## config.mk

```make
export PLATFORM = sky130hd
export DESIGN_NAME = saradc_sar_ctrl
export DESIGN_NICKNAME = d
export VERILOG_FILES = /design/src/rtl/saradc_sar_ctrl.sv
export SDC_FILE = /design/constraint.sdc
export NUM_CORES = 1
export LEC_CHECK = 0
export CORE_ASPECT_RATIO = 1.2
export CORE_UTILIZATION = 35
export DETAILED_ROUTE_END_ITERATION = 6
export PLACE_DENSITY_LB_ADDON = 0.08
export SETUP_SLACK_MARGIN = 0.2
export SLEW_MARGIN = 20
export SYNTH_ARGS = -nofsm -noshare
export SYNTH_HDL_FRONTEND = slang
export SYNTH_SLANG_ARGS = --single-unit
```

## constraint.sdc

```tcl
create_clock -name clk_i -period 2.6 [get_ports clk_i]
set_clock_uncertainty 0.2 [all_clocks]
set_input_delay 0.52 -clock clk_i [delete_from_list [all_inputs] [get_ports clk_i]]
set_output_delay 0.52 -clock clk_i [all_outputs]
set_load 0.01 [all_outputs]
```

## src/rtl/saradc_sar_ctrl.sv

```systemverilog
// ---------------------------------------------------------------------------
// saradc_sar_ctrl
// Successive-approximation controller for the SAR ADC macro. It runs the
// sampling switch, steps the capacitive-DAC trial bits from MSB to LSB,
// strobes the comparator once per bit and collects the decisions into an
// NBITS code.
//
// Parameters
//   NBITS    conversion resolution in bits (>= 1)
//   NSAMPLE  sampling-phase length in clock cycles (>= 1)
//   TIMEOUT  WAIT cycles before a forced "keep" decision (>= 1, timeout build)
//
// Ports
//   clk_i          conversion clock, rising edge
//   rst_ni         asynchronous active-low reset
//   start_i        conversion request, sampled only while idle
//   busy_o         high whenever a conversion is in progress
//   sample_o       closes the sampling switch
//   dac_p_o        DAC trial-bit controls, MSB = dac_p_o[NBITS-1]
//   cmp_en_o       one-cycle comparator strobe per bit
//   cmp_rdy_i      comparator decision valid
//   cmp_out_i      1 = input >= DAC level, keep the trial bit
//   dout_o         last converted code, held until the next done
//   done_o         one-cycle pulse, dout_o valid in the same cycle
//   timeout_err_o  sticky comparator-timeout flag
//
// Build option
//   SARADC_CMP_TIMEOUT_EN  when defined, a stalled comparator is overridden
//                          after TIMEOUT WAIT cycles and timeout_err_o is set;
//                          when undefined, WAIT holds forever and
//                          timeout_err_o is tied low.
// ---------------------------------------------------------------------------
module saradc_sar_ctrl #(
   parameter int NBITS   = 8,
   parameter int NSAMPLE = 4,
   parameter int TIMEOUT = 15
) (
   input  logic             clk_i,
   input  logic             rst_ni,
   input  logic             start_i,
   output logic             busy_o,
   output logic             sample_o,
   output logic [NBITS-1:0] dac_p_o,
   output logic             cmp_en_o,
   input  logic             cmp_rdy_i,
   input  logic             cmp_out_i,
   output logic [NBITS-1:0] dout_o,
   output logic             done_o,
   output logic             timeout_err_o
);

   localparam int SCW = (NSAMPLE > 1) ? $clog2(NSAMPLE) : 1;
   localparam int IW  = (NBITS > 1) ? $clog2(NBITS) : 1;

   // Reject degenerate configurations at elaboration time.
   if (NBITS < 1 || NSAMPLE < 1 || TIMEOUT < 1) begin : gBadParams
      $error("saradc_sar_ctrl: NBITS, NSAMPLE and TIMEOUT must all be >= 1");
   end

   typedef enum logic [2:0] {
      IDLE,
      SAMP,
      STROBE,
      WAIT,
      FIN
   } state_e;

   state_e           state_q, state_d;
   logic [SCW-1:0]   sampCnt_q, sampCnt_d;
   logic [IW-1:0]    idx_q, idx_d;
   logic [NBITS-1:0] dac_q, dac_d;
   logic [NBITS-1:0] dout_q, dout_d;
   logic             busy_q, busy_d;
   logic             sample_q, sample_d;
   logic             cmpEn_q, cmpEn_d;
   logic             done_q, done_d;
   logic             decide;
   logic             keep;

`ifdef SARADC_CMP_TIMEOUT_EN
   localparam int TCW = (TIMEOUT > 1) ? $clog2(TIMEOUT) : 1;
   logic [TCW-1:0]   waitCnt_q, waitCnt_d;
   logic             err_q, err_d;
`endif

   // State and datapath registers. Every output is taken straight from a
   // flop, so nothing on the input side reaches an output combinationally.
   // Reset discards any conversion in flight and clears all outputs.
   always_ff @(posedge clk_i or negedge rst_ni) begin
      if (!rst_ni) begin
         state_q   <= IDLE;
         sampCnt_q <= '0;
         idx_q     <= '0;
         dac_q     <= '0;
         dout_q    <= '0;
         busy_q    <= 1'b0;
         sample_q  <= 1'b0;
         cmpEn_q   <= 1'b0;
         done_q    <= 1'b0;
`ifdef SARADC_CMP_TIMEOUT_EN
         waitCnt_q <= '0;
         err_q     <= 1'b0;
`endif
      end else begin
         state_q   <= state_d;
         sampCnt_q <= sampCnt_d;
         idx_q     <= idx_d;
         dac_q     <= dac_d;
         dout_q    <= dout_d;
         busy_q    <= busy_d;
         sample_q  <= sample_d;
         cmpEn_q   <= cmpEn_d;
         done_q    <= done_d;
`ifdef SARADC_CMP_TIMEOUT_EN
         waitCnt_q <= waitCnt_d;
         err_q     <= err_d;
`endif
      end
   end

   // Next-state and datapath logic. The per-state flag outputs are derived
   // from the next state so that they line up with the state register after
   // the edge. In WAIT a decision is taken when the comparator reports ready
   // (or, in the timeout build, when the WAIT counter runs out, in which case
   // the trial bit is kept). The trial bit is dropped on a "below" decision;
   // then either the next lower bit is tried or, after the LSB, the finished
   // code is copied to dout.
   always_comb begin
      state_d   = state_q;
      sampCnt_d = sampCnt_q;
      idx_d     = idx_q;
      dac_d     = dac_q;
      dout_d    = dout_q;
      decide    = 1'b0;
      keep      = cmp_out_i;
`ifdef SARADC_CMP_TIMEOUT_EN
      waitCnt_d = waitCnt_q;
      err_d     = err_q;
`endif

      case (state_q)
         IDLE: begin
            if (start_i) begin
               state_d   = SAMP;
               sampCnt_d = SCW'(NSAMPLE - 1);
               dac_d     = '0;
`ifdef SARADC_CMP_TIMEOUT_EN
               err_d     = 1'b0;
`endif
            end
         end
         SAMP: begin
            if (sampCnt_q == '0) begin
               state_d            = STROBE;
               idx_d              = IW'(NBITS - 1);
               dac_d              = '0;
               dac_d[NBITS-1]     = 1'b1;
            end else begin
               sampCnt_d = sampCnt_q - SCW'(1);
            end
         end
         STROBE: begin
            state_d   = WAIT;
`ifdef SARADC_CMP_TIMEOUT_EN
            waitCnt_d = TCW'(TIMEOUT - 1);
`endif
         end
         WAIT: begin
            if (cmp_rdy_i) begin
               decide = 1'b1;
            end
`ifdef SARADC_CMP_TIMEOUT_EN
            else if (waitCnt_q == '0) begin
               decide = 1'b1;
               keep   = 1'b1;
               err_d  = 1'b1;
            end else begin
               waitCnt_d = waitCnt_q - TCW'(1);
            end
`endif
            if (decide) begin
               if (!keep) begin
                  dac_d[idx_q] = 1'b0;
               end
               if (idx_q == '0) begin
                  state_d = FIN;
                  dout_d  = dac_d;
               end else begin
                  dac_d[idx_q - IW'(1)] = 1'b1;
                  idx_d                 = idx_q - IW'(1);
                  state_d               = STROBE;
               end
            end
         end
         FIN: begin
            state_d = IDLE;
         end
         default: begin
            state_d = IDLE;
         end
      endcase

      busy_d   = (state_d != IDLE);
      sample_d = (state_d == SAMP);
      cmpEn_d  = (state_d == STROBE);
      done_d   = (state_d == FIN);
   end

   assign busy_o   = busy_q;
   assign sample_o = sample_q;
   assign dac_p_o  = dac_q;
   assign cmp_en_o = cmpEn_q;
   assign dout_o   = dout_q;
   assign done_o   = done_q;

`ifdef SARADC_CMP_TIMEOUT_EN
   assign timeout_err_o = err_q;
`else
   assign timeout_err_o = 1'b0;
`endif

endmodule

```

==> impl_summary.log <==
[metrics] routed vias: 1181
[metrics] WP data required: 2.57 ns
[metrics] Antenna Cells: 0
[metrics] post-synthesis instance area: 1460 um^2
[metrics] dominant synthesized flop cell: dfrtp_1
[metrics] CTS Hold Bufs: 0
[metrics] Num Clock Sinks: 28
[metrics] global-route wire length before repair: 5090 um
[metrics] most frequent standard cell in the layout excluding fill and tap cells: dfrtp_1
[metrics] number of remaining DRC errors: 0
[metrics] number of antenna violations at the first check in global routing: 0
[metrics] number of synthesized flops with an enable pin: 0
[metrics] crit share post-route: 84.9%
[metrics] Synth Register Bits: 28
[metrics] share of synthesized flip-flops with an asynchronous set or reset: 100%
[metrics] pwr dens: 1030 nW/um^2
[metrics] Resized cells post-CTS: 0
[metrics] total overflow reported by the global router: 0
[metrics] Worst setup EP type: flip-flop
[metrics] number of pins with negative max-slew slack in the final report: 0
[metrics] CTS root buf: clkbuf_8
[metrics] area fraction in compound gates after synthesis: 20.2%
[metrics] Max-Slew Margin vs Limit: 66.2%
[metrics] half-perimeter wire length of the detailed placement result: 2330 um
[metrics] average routed wire per standard cell: 13.9 um
[metrics] Die Span Y: 72.6 um
[metrics] start of the worst register-to-register path: idx_q[0]$_DFFE_PN0P_
[metrics] maximum clock insertion buffer count: 2
[metrics] proportion of synthesized area in mux cells: 5.76%
[metrics] num ports: 26
[metrics] Core Footprint: 3970 um^2
[metrics] arithmetic-cell share of the synthesized area counting full adders, half adders and majority gates: 2.58%
[metrics] worst slew pin tran: 0.503 ns
[metrics] routability-driven placement congestion ratio: 0.835
[metrics] post-placement cell count: 223
[metrics] fill cell count: 409
[metrics] xor and xnor area share after synthesis: 0.602%
[metrics] nets in the synthesized netlist: 157
[metrics] wire length on met2: 1530 um
[metrics] GR Util All Layers: 15.5%
[metrics] end point of the critical path: idx_q[1]$_DFFE_PN0P_
[metrics] commonest cells after routing, fill and taps aside: 28 x dfrtp_1, 24 x clkdlybuf4s50_1, 15 x nand2_1
[metrics] initial drt markers: 36
[metrics] DIE AREA: 4420 um^2
[metrics] wire length reported by the detailed router: 3150 um
[metrics] layout cell share with drive strength beyond 1: 13.3%
[metrics] kind of critical path: reg2reg
[metrics] Synth-to-Final Area Change: 24.5%
[metrics] register area: 701 um^2
[metrics] antenna-violating nets left: 0
[metrics] starting density of the core: 36.6%
[metrics] worst setup slack for register-to-register paths: 0.39 ns
[metrics] average footprint of a synthesized cell: 9.77 um^2
[metrics] top layer used by detailed routing: met4
[metrics] clock buffers created by TritonCTS: 3
[metrics] maximum net fanout on the critical path: 5
[metrics] main combinational cell family by area after synthesis: compound AO/OA/AOI/OAI gates
[metrics] Critical Path Start: idx_q[0]$_DFFE_PN0P_
[metrics] number of warning messages in the yosys log: 0
[metrics] clock tree from TritonCTS: yes
[metrics] worst reg-to-reg path cell count: 7
[metrics] final number of hold-violating endpoints: 0
[metrics] setup bufs post-CTS: 0
[metrics] kind of start point of the critical path: flip-flop
[metrics] largest net degree at the start of global routing: 29
[metrics] M1 WL: 1440 um
[metrics] non-filler cells in the finished layout: 227
[metrics] synth unique cells: 41
[metrics] post-synthesis share of cell area spent on and, or, nand and nor gates: 16.3%
[metrics] max-cap check violation count: 0
[metrics] Hold/Removal Path Class: reg2reg
[metrics] run status: finished, final reports clean
[metrics] Sum Neg Setup Slack: 0 ns
[metrics] sequential element share of the synthesized area: 48.2%
[metrics] worst voltage drop across the vdd grid: 0.000410 V
[metrics] clock latency on the worst-skew pair: 0.27 ns
[metrics] RSZ-0062 raised after global routing: no
[metrics] I/O Buffers: 24
[metrics] number of global-route vias before repair: 1116
[metrics] Chip Width: 60.9 um
[metrics] H-tree Lvls: 1
[metrics] number of optimization iterations in the first detailed-route pass: 4
[metrics] final critical path time including I/O delays and setup: 2.21 ns
[metrics] achievable clock frequency: 453 MHz
[metrics] Final Setup Violations: 0
[metrics] num rows: 25
[metrics] area of the multi-input gates: 666 um^2
[metrics] Met3 Wirelength: 128 um
[metrics] smallest hold slack: 0.284 ns
[metrics] Pleak: 0.779 nW
[metrics] drt via density: 5.20
[metrics] number of instances in the synthesized netlist: 149
[metrics] arrival time at the worst endpoint: 2.18 ns
[metrics] Crit Reg-Reg Endpoint: idx_q[1]$_DFFE_PN0P_
[metrics] clock-pin slew reported for the worst setup and hold paths after clock tree synthesis: 0.10 ns
[metrics] Nets: 182
-- per-layer routing --
metal  global-route usage [%]  vias to the layer above
li1                         -                      575
met1                     19.6                      567
met2                     26.0                       34
met3                     2.48                        5
met4                     6.57                        0
met5                        0                        -
-- power breakdown --
| group | total, W | switching (W) | leakage, nW | internal (W) |
|---|---|---|---|---|
| Sequential | 0.000683 | 0.000111 | 0.358 | 0.000572 |
| Combinational | 0.000919 | 0.000463 | 0.392 | 0.000456 |
| Clock | 0.000272 | 0.000137 | 0.0288 | 0.000136 |
-- cell families after synthesis --
family,Yosys count
AOI/OAI and AO/OA,43
xor gates and xnor gates,1
adders and majority gates,3
buffers and inverters,19
DFF,28
muxes,7
other,1
and+or+nand+nor,47
-- synth_stat cells, types with 2 or more instances --
| cell | n | area [um^2] |
|---|---|---|
| nand2b_1 | 3 | 18.8 |
| mux2i_1 | 2 | 20.0 |
| inv_1 | 7 | 26.3 |
| nand3_1 | 5 | 25.0 |
| ha_1 | 3 | 37.5 |
| nor3_1 | 4 | 20.0 |
| nor2_1 | 9 | 33.8 |
| o31ai_1 | 9 | 67.6 |
| mux2_4 | 2 | 30.0 |
| nor2b_1 | 3 | 18.8 |
| o21ai_0 | 12 | 60.1 |
| a21oi_1 | 7 | 35.0 |
| clkbuf_1 | 6 | 22.5 |
| nand4b_1 | 2 | 17.5 |
| a31oi_1 | 3 | 18.8 |
| nand2_1 | 15 | 56.3 |
| dfrtp_1 | 28 | 701 |
| a22o_1 | 2 | 17.5 |
| buf_4 | 2 | 15.0 |
| buf_2 | 2 | 10.0 |
| mux2_2 | 3 | 33.8 |
-- worst min path at each step --
stage	cells past startpoint	slack (ns)	startpoint	to
floorplan	0	0.02	rst_ni	busy_o$_DFF_PN0_
global placement	2	0.25	dout_o[6]$_DFFE_PN0P_	dout_o[6]$_DFFE_PN0P_
detailed placement	2	0.26	dout_o[6]$_DFFE_PN0P_	dout_o[6]$_DFFE_PN0P_
CTS	2	0.28	dout_o[6]$_DFFE_PN0P_	dout_o[6]$_DFFE_PN0P_
global route	2	0.30	dout_o[6]$_DFFE_PN0P_	dout_o[6]$_DFFE_PN0P_
finish	2	0.28	dout_o[2]$_DFFE_PN0P_	dout_o[2]$_DFFE_PN0P_
-- stage by stage --
stage	area [um^2]	util, %	power [W]	setup WS [ns]
2_1_floorplan	1460	-	0.00124	0.384
3_3_place_gp	1760	44.2	0.00160	0.259
3_5_place_dp	1760	44.2	0.00162	0.226
4_1_cts	1810	45.6	0.00189	0.415
5_1_grt	1810	45.6	0.00201	0.304
6_report	1810	45.6	0.00187	0.393
-- layout make-up --
class | instances | share of cell area [%]
Sequential cell | 28 | 38.7
Multi-Input combinational cell | 102 | 36.7
Timing Repair Buffer | 31 | 16.2
Tap cell | 54 | 3.73
Clock buffer | 4 | 3.04
Inverter | 8 | 1.66
-- critical path, stage by stage, from the launching register on --
cell and delay, ns:
dfrtp_1 0.36, inv_1 0.08, ha_1 0.28, nor2b_1 0.18
a311oi_1 0.48, nand2b_2 0.14, inv_2 0.09, mux2_4 0.29
-- registers in the layout, summed over array words and instances, names as in the netlist --
signal     flops
idx_q          3
busy_o         1
dac_p_o        8
cmp_en_o       1
sample_o       1
dout_o         8
done_o         1
sampCnt_q      2
state_q        3
No activity file was read; power rests on OpenSTA's default activity.
